### config.mk
export PLATFORM = sky130hd
export DESIGN_NAME = ex_stage_flat
export DESIGN_NICKNAME = d
export VERILOG_FILES = /design/src/rtl/ex_stage_if.sv /design/src/rtl/ex_stage.sv /design/src/flat_wrapper.sv
export SDC_FILE = /design/constraint.sdc
export NUM_CORES = 2
export LEC_CHECK = 0
export BUFFER_PORTS_ARGS = -buffer_cell sky130_fd_sc_hd__buf_2
export CAP_MARGIN = 30
export CORE_ASPECT_RATIO = 0.5
export CORE_MARGIN = 5
export CORE_UTILIZATION = 25
export CTS_BUF_LIST = sky130_fd_sc_hd__clkbuf_8
export CTS_CLUSTER_DIAMETER = 50
export DETAILED_ROUTE_END_ITERATION = 8
export SYNTH_ARGS = -nofsm -noshare
export SYNTH_HDL_FRONTEND = slang
export SYNTH_SLANG_ARGS = --single-unit
export TNS_END_PERCENT = 30
### constraint.sdc
create_clock -name clk -period 21 [get_ports clk]
set_clock_uncertainty 0.2 [all_clocks]
set_input_delay 1.05 -clock clk [delete_from_list [all_inputs] [get_ports clk]]
set_output_delay 1.05 -clock clk [all_outputs]
set_load 0.02 [all_outputs]
### src/rtl/ex_stage_if.sv
// ID -> EX -> MEM signal bundle for the execute stage.
// The master side drives the ID/EX inputs and flush; the slave side is ex_stage.
interface ex_stage_if #(parameter int XLEN = 32);
    logic            id_reg_wen;
    logic [4:0]      id_reg_waddr;
    logic [XLEN-1:0] id_op1;
    logic [XLEN-1:0] id_op2;
    logic [3:0]      id_alu_op;
    logic            id_div_req;
    logic [1:0]      id_div_op;
    logic            id_ill_instr;
    logic            ex_flush;
    logic            ex_stall;
    logic            ex_reg_wen;
    logic [4:0]      ex_reg_waddr;
    logic [XLEN-1:0] ex_alu_out;
    logic            ex_ill_instr;

    modport master (
        output id_reg_wen, id_reg_waddr, id_op1, id_op2, id_alu_op,
               id_div_req, id_div_op, id_ill_instr, ex_flush,
        input  ex_stall, ex_reg_wen, ex_reg_waddr, ex_alu_out, ex_ill_instr
    );

    modport slave (
        input  id_reg_wen, id_reg_waddr, id_op1, id_op2, id_alu_op,
               id_div_req, id_div_op, id_ill_instr, ex_flush,
        output ex_stall, ex_reg_wen, ex_reg_waddr, ex_alu_out, ex_ill_instr
    );
endinterface

### src/rtl/ex_stage.sv
// Execute stage: single-cycle ALU and low-word multiply, plus a
// restoring divider (one quotient bit per cycle) that stalls upstream.
//
// state | meaning
// IDLE  | no divide in flight; ALU results pass straight through
// BUSY  | shifting out quotient bits, counter XLEN-1 down to 0
// DONE  | divider result valid; captured into EX/MEM this cycle
module ex_stage #(parameter int XLEN = 32) (
    input logic      clk,
    input logic      rst,
    ex_stage_if.slave bus
);
    localparam int CW = $clog2(XLEN);

    typedef enum logic [1:0] {IDLE, BUSY, DONE} state_t;

    state_t          state, state_next;
    logic [CW-1:0]   cnt;
    logic [XLEN-1:0] quo, rem, dvsr, spec_res;
    logic            neg_q, neg_r, is_rem, special;

    logic [XLEN-1:0] alu_res, div_res;
    logic [CW-1:0]   shamt;
    logic            div_start, sgn, a_neg, b_neg, spec_start;
    logic [XLEN-1:0] mag_a, mag_b, spec_val;
    logic [XLEN:0]   r_shift;
    logic [XLEN+1:0] diff;
    logic [XLEN-1:0] min_neg;

    assign min_neg   = {1'b1, {(XLEN-1){1'b0}}};
    assign shamt     = bus.id_op2[CW-1:0];
    assign div_start = (state == IDLE) & bus.id_div_req & ~bus.id_ill_instr & ~bus.ex_flush;
    // a flushed BUSY cycle ends at this edge, so it no longer holds upstream
    assign bus.ex_stall = div_start | ((state == BUSY) & ~bus.ex_flush);

    // single-cycle ALU result
    always_comb begin
        alu_res = '0;
        case (bus.id_alu_op)
            4'd0:  alu_res = bus.id_op1 + bus.id_op2;
            4'd1:  alu_res = bus.id_op1 - bus.id_op2;
            4'd2:  alu_res = bus.id_op1 << shamt;
            4'd3:  alu_res = {{(XLEN-1){1'b0}}, $signed(bus.id_op1) < $signed(bus.id_op2)};
            4'd4:  alu_res = {{(XLEN-1){1'b0}}, bus.id_op1 < bus.id_op2};
            4'd5:  alu_res = bus.id_op1 ^ bus.id_op2;
            4'd6:  alu_res = bus.id_op1 >> shamt;
            4'd7:  alu_res = $signed(bus.id_op1) >>> shamt;
            4'd8:  alu_res = bus.id_op1 | bus.id_op2;
            4'd9:  alu_res = bus.id_op1 & bus.id_op2;
            4'd10: alu_res = bus.id_op2;
            4'd11: alu_res = bus.id_op1 * bus.id_op2;
            default: alu_res = '0;
        endcase
    end

    // operand magnitudes and special-case detection at divider start
    always_comb begin
        sgn        = ~bus.id_div_op[0];
        a_neg      = sgn & bus.id_op1[XLEN-1];
        b_neg      = sgn & bus.id_op2[XLEN-1];
        mag_a      = a_neg ? -bus.id_op1 : bus.id_op1;
        mag_b      = b_neg ? -bus.id_op2 : bus.id_op2;
        spec_start = 1'b0;
        spec_val   = '0;
        if (bus.id_op2 == '0) begin
            spec_start = 1'b1;
            spec_val   = bus.id_div_op[1] ? bus.id_op1 : '1;
        end else if (sgn && bus.id_op1 == min_neg && bus.id_op2 == '1) begin
            spec_start = 1'b1;
            spec_val   = bus.id_div_op[1] ? '0 : min_neg;
        end
    end

    // one restoring step and final sign fix-up
    always_comb begin
        r_shift = {rem, quo[XLEN-1]};
        diff    = {1'b0, r_shift} - {2'b00, dvsr};
        if (special)
            div_res = spec_res;
        else if (is_rem)
            div_res = neg_r ? -rem : rem;
        else
            div_res = neg_q ? -quo : quo;
    end

    // divider state register
    always_ff @(posedge clk) begin
        if (rst)
            state <= IDLE;
        else
            state <= state_next;
    end

    // divider next-state
    always_comb begin
        state_next = state;
        case (state)
            IDLE: if (div_start) state_next = spec_start ? DONE : BUSY;
            BUSY: if (cnt == '0) state_next = DONE;
            DONE: state_next = IDLE;
            default: state_next = IDLE;
        endcase
        if (bus.ex_flush)
            state_next = IDLE;
    end

    // divider datapath: load on start, shift/subtract while busy
    always_ff @(posedge clk) begin
        if (rst) begin
            cnt      <= '0;
            quo      <= '0;
            rem      <= '0;
            dvsr     <= '0;
            spec_res <= '0;
            neg_q    <= 1'b0;
            neg_r    <= 1'b0;
            is_rem   <= 1'b0;
            special  <= 1'b0;
        end else if (div_start) begin
            cnt      <= CW'(XLEN-1);
            quo      <= mag_a;
            rem      <= '0;
            dvsr     <= mag_b;
            spec_res <= spec_val;
            neg_q    <= a_neg ^ b_neg;
            neg_r    <= a_neg;
            is_rem   <= bus.id_div_op[1];
            special  <= spec_start;
        end else if (state == BUSY) begin
            cnt <= cnt - 1'b1;
            if (!diff[XLEN+1]) begin
                rem <= diff[XLEN-1:0];
                quo <= {quo[XLEN-2:0], 1'b1};
            end else begin
                rem <= r_shift[XLEN-1:0];
                quo <= {quo[XLEN-2:0], 1'b0};
            end
        end
    end

    // EX/MEM pipeline register; flush and stall both insert a bubble
    always_ff @(posedge clk) begin
        if (rst) begin
            bus.ex_reg_wen   <= 1'b0;
            bus.ex_reg_waddr <= '0;
            bus.ex_alu_out   <= '0;
            bus.ex_ill_instr <= 1'b0;
        end else if (bus.ex_flush || bus.ex_stall) begin
            bus.ex_reg_wen   <= 1'b0;
            bus.ex_ill_instr <= 1'b0;
        end else begin
            bus.ex_reg_wen   <= bus.id_reg_wen & ~bus.id_ill_instr;
            bus.ex_reg_waddr <= bus.id_reg_waddr;
            bus.ex_ill_instr <= bus.id_ill_instr;
            bus.ex_alu_out   <= (state == DONE) ? div_res : alu_res;
        end
    end
endmodule

### src/flat_wrapper.sv
// flat-port wrapper written by rule: the top's interface ports become plain ports
module ex_stage_flat 
#(parameter int XLEN = 32)
  (clk, rst, bus_id_reg_wen, bus_id_reg_waddr, bus_id_op1, bus_id_op2, bus_id_alu_op, bus_id_div_req, bus_id_div_op, bus_id_ill_instr, bus_ex_flush, bus_ex_stall, bus_ex_reg_wen, bus_ex_reg_waddr, bus_ex_alu_out, bus_ex_ill_instr);
  ex_stage_if #(.XLEN(XLEN)) bus_i ();
  input logic clk;
  input logic rst;
  input wire logic [$bits(bus_i.id_reg_wen)-1:0] bus_id_reg_wen;
  input wire logic [$bits(bus_i.id_reg_waddr)-1:0] bus_id_reg_waddr;
  input wire logic [$bits(bus_i.id_op1)-1:0] bus_id_op1;
  input wire logic [$bits(bus_i.id_op2)-1:0] bus_id_op2;
  input wire logic [$bits(bus_i.id_alu_op)-1:0] bus_id_alu_op;
  input wire logic [$bits(bus_i.id_div_req)-1:0] bus_id_div_req;
  input wire logic [$bits(bus_i.id_div_op)-1:0] bus_id_div_op;
  input wire logic [$bits(bus_i.id_ill_instr)-1:0] bus_id_ill_instr;
  input wire logic [$bits(bus_i.ex_flush)-1:0] bus_ex_flush;
  output wire logic [$bits(bus_i.ex_stall)-1:0] bus_ex_stall;
  output wire logic [$bits(bus_i.ex_reg_wen)-1:0] bus_ex_reg_wen;
  output wire logic [$bits(bus_i.ex_reg_waddr)-1:0] bus_ex_reg_waddr;
  output wire logic [$bits(bus_i.ex_alu_out)-1:0] bus_ex_alu_out;
  output wire logic [$bits(bus_i.ex_ill_instr)-1:0] bus_ex_ill_instr;
  assign bus_i.id_reg_wen = bus_id_reg_wen;
  assign bus_i.id_reg_waddr = bus_id_reg_waddr;
  assign bus_i.id_op1 = bus_id_op1;
  assign bus_i.id_op2 = bus_id_op2;
  assign bus_i.id_alu_op = bus_id_alu_op;
  assign bus_i.id_div_req = bus_id_div_req;
  assign bus_i.id_div_op = bus_id_div_op;
  assign bus_i.id_ill_instr = bus_id_ill_instr;
  assign bus_i.ex_flush = bus_ex_flush;
  assign bus_ex_stall = bus_i.ex_stall;
  assign bus_ex_reg_wen = bus_i.ex_reg_wen;
  assign bus_ex_reg_waddr = bus_i.ex_reg_waddr;
  assign bus_ex_alu_out = bus_i.ex_alu_out;
  assign bus_ex_ill_instr = bus_i.ex_ill_instr;
  ex_stage #(.XLEN(XLEN)) u_core (.clk(clk), .rst(rst), .bus(bus_i));
endmodule
==> results.yml <==
logic_synthesis:
  ys_ff_latch: 178
  biggest_area_contributors_in_the_synthesized_netlist: "fa_1, dfxtp_1, ha_1, nor2_1, inv_1"
  ys.flop_type: "dfxtp_1"
  synth-seq-area-share: 0.1009
  synthDistinctLibCells: 93
  ys_warn_count: 0
  synth_top_area_share: 0.2329
  postSynthNetCount: 5275
  syn-cell-area_mm2: 0.03533
  synthesized_instance_count: 4524
  asyncSetResetFlopFracSynth: 0
  avgSynthCellArea_um2: 7.809
  synthDominantAreaCellType: "fa_1"
  edff_count_synth: 0
min_path:
  hold_path_startpoint: "u_core.spec_res[9]$_SDFFE_PP0P_"
  holdCritPathClass: "flop to flop"
  hold_path_depth: 1
  worstHoldEndpoint: "u_core.spec_res[9]$_SDFFE_PP0P_"
floorplanning:
  design.portCount: 121
  start_util: 0.2520
  std_cell_rows: 97
  coreArea_mm2: 0.1402
  die_y_extent_um: 275.8
  die_area_mm2: 0.1494
  die_w_um: 541.6
setup_path:
  critical_path_required_ps: 21230
  timing_worst_setup_path_type: "primary input to flop"
  slowest_delay_ps: 860
  worst_r2r_path_depth: 11
  regToRegSetupSlack_ps: 16950
  reg2reg_to: "u_core.bus.ex_alu_out[17]$_SDFFE_PP0N_"
  crit_startpoint: "bus_id_op1[6]"
  worstSetupStartpointType: "primary input"
  timing.critical_path.max_delay_family: "adder cells"
  timing.critical_path.arrival_ps: 9650
  critPathMaxFanout: 22
  rr_startpoint: "u_core.rem[2]$_SDFFE_PP0P_"
  cp-end-kind: "flop"
  cpMostUsedCell: "fa_1"
  cp_slowest_cell: "clkinv_1"
  path_buf_inv: 8
global_routing:
  pin_count_of_the_biggest_net_entering_global_routing: 85
  first_pass_grt_wire_length_um: 239400
  initial_antenna_violation_count: 3
  global_route.usage.total: 0.2157
  globalRouteOverflowTotal: 0
  grt_pass1_vias: 34278
flow_run:
  max_cap_viols: 0
clocking:
  numCtsBuffers: 17
  cts_repair_resize_count: 0
  postCtsSetupRepairBufs: 0
  cts-htree-levels: 4
  clock_sink_count: 178
  tritoncts: "done"
  clkTransAtPathRegs_ps: 100
  clock_latency_ps: 520
  cts_root_buffer: "clkbuf_8"
  ctsLongestPathBuffers: 2
  post_cts_hold_buffer_count: 0
route:
  remaining_drc_errors: 0
  dr.pass1.iters: 9
  routed_wirelength_um: 165700
  routedWlPerCell_um: 26.16
  drc_marker_count_from_the_first_detailed_route_iteration: 4144
  routed-via-count: 35045
  avg_vias_per_cell: 5.533
  antenna_violating_nets_post_route: 0
sta:
  max-slew-margin-rel: 0.2836
  finalSetupViolCount: 0
  fin_tns_setup_ps: 0
  min_period_over_period: 0.4485
  final_period_minus_worst_setup_slack_ps: 9419
  holdWs_ps: 259.3
  worst_slew_pin_slew_ps: 1075
  timing.final.hold_violations: 0
  rsz0062_at_grt: "false"
  max_freq_mhz: 106.2
  timing.final.max_slew_violations: 0
placed_design:
  dp_hpwl_um: 124900
  place.port_buffers: 120
  gpl.final_weighted_congestion: 1.050
  post-place-cells: 6294
status:
  run_status: "finished, final reports clean"
cells_and_area:
  drive_above_1_share: 0.08390
  layout_overhead_on_the_synthesized_area_pct: 8.089
  final-instance-count-excl-fill: 6334
  nNetsFinal: 5184
## sequential cells by signal, summed over array words and instances (netlist names)
| name | flops |
|---|---|
| u_core.cnt | 5 |
| u_core.quo | 32 |
| u_core.spec_res | 32 |
| u_core.special | 1 |
| u_core.is_rem | 1 |
| u_core.bus.ex_alu_out | 32 |
| u_core.rem | 32 |
| u_core.dvsr | 32 |
| u_core.state | 2 |
| u_core.neg_r | 1 |
| u_core.bus.ex_reg_waddr | 5 |
| u_core.neg_q | 1 |
| u_core.bus.ex_reg_wen | 1 |
| u_core.bus.ex_ill_instr | 1 |
## placed cells by master (no fill, tap or decap), types with 30 or more instances in the layout
| cell type | synthesis | layout |
|---|---|---|
| a211oi_1 | 77 | 77 |
| a21o_1 | 62 | 62 |
| a21oi_1 | 287 | 286 |
| a311oi_1 | 36 | 36 |
| a31oi_1 | 32 | 32 |
| buf_2 | 26 | 118 |
| buf_4 | 4 | 89 |
| dfxtp_1 | 178 | 176 |
| fa_1 | 411 | 411 |
| ha_1 | 259 | 259 |
| inv_1 | 505 | 504 |
| mux2i_1 | 49 | 49 |
| mux4_2 | 62 | 62 |
| nand2_1 | 493 | 493 |
| nand2b_1 | 31 | 31 |
| nand3_1 | 40 | 39 |
| nand4_1 | 30 | 30 |
| nor2_1 | 643 | 639 |
| nor3_1 | 71 | 67 |
| o211ai_1 | 37 | 37 |
| o21ai_0 | 193 | 193 |
| o31ai_1 | 43 | 43 |
| xnor2_1 | 185 | 185 |
| xor2_1 | 59 | 59 |
## per-stage QoR
| step | worst slack (ps) | util | area [um^2] |
|---|---|---|---|
| 6_report | 11580 | 0.2724 | 38190 |
| 5_1_grt | 11430 | 0.2723 | 38180 |
| 4_1_cts | 11750 | 0.2722 | 38150 |
| 3_5_place_dp | 11240 | 0.2696 | 37800 |
| 3_3_place_gp | 11240 | 0.2693 | 37750 |
| 2_1_floorplan | 11840 | - | 35330 |
## Yosys cell counts, types with 71 or more instances
master / number
inv_1: 505
o21ai_0: 193
a21oi_1: 287
fa_1: 411
xnor2_1: 185
ha_1: 259
nor2_1: 643
a211oi_1: 77
clkbuf_1: 241
nand2_1: 493
nor3_1: 71
dfxtp_1: 178
## cells by family (layout without fill, tap and decap cells)
| kind of cell | Yosys count | in the layout | synth area share |
|---|---|---|---|
| xor gates and xnor gates | 244 | 244 | 0.06049 |
| AOI/OAI and AO/OA | 1041 | 1041 | 0.1965 |
| and+or+nand+nor | 1427 | 1427 | 0.1711 |
| adders and majority gates | 670 | 670 | 0.3246 |
| buffers and inverters | 850 | 772 | 0.09208 |
| other | 0 | 7 | 0 |
| DFF | 178 | 178 | 0.1009 |
| muxes | 114 | 114 | 0.05436 |
## metal layers
metal / vias to the layer above / GRT usage / wire [um]
met5: - / 0 / 59
met4: 4 / 0.1347 / 12210
met3: 509 / 0.05401 / 18070
met2: 2179 / 0.3237 / 69450
met1: 17326 / 0.2785 / 65920
li1: 15027 / - / -
## area by class of cell
type                            count  area (um^2)
Sequential cell                   178         3566
Clock buffer                       18        247.7
Clock inverter                     14        106.4
Fill cell                       15407       102000
Timing Repair Buffer              210         1321
Inverter                          530         1989
Tap cell                         1881         2354
Multi-Input combinational cell   3496        28590
Antenna cell                        7        17.52
## how the worst max path moves through the flow
stage                                                        end  slack [ps]  depth (start not counted)
after floorplan           u_core.bus.ex_alu_out[27]$_SDFFE_PP0N_       11840                         28
after global placement    u_core.bus.ex_alu_out[30]$_SDFFE_PP0N_       11240                         26
after detailed placement  u_core.bus.ex_alu_out[30]$_SDFFE_PP0N_       11240                         26
after CTS                 u_core.bus.ex_alu_out[30]$_SDFFE_PP0N_       11750                         26
after global routing      u_core.bus.ex_alu_out[30]$_SDFFE_PP0N_       11430                         26
final                     u_core.bus.ex_alu_out[30]$_SDFFE_PP0N_       11580                         26
Power is not shown: default switching activity piles up to over one toggle a cycle in this logic, so the estimate is an artifact.
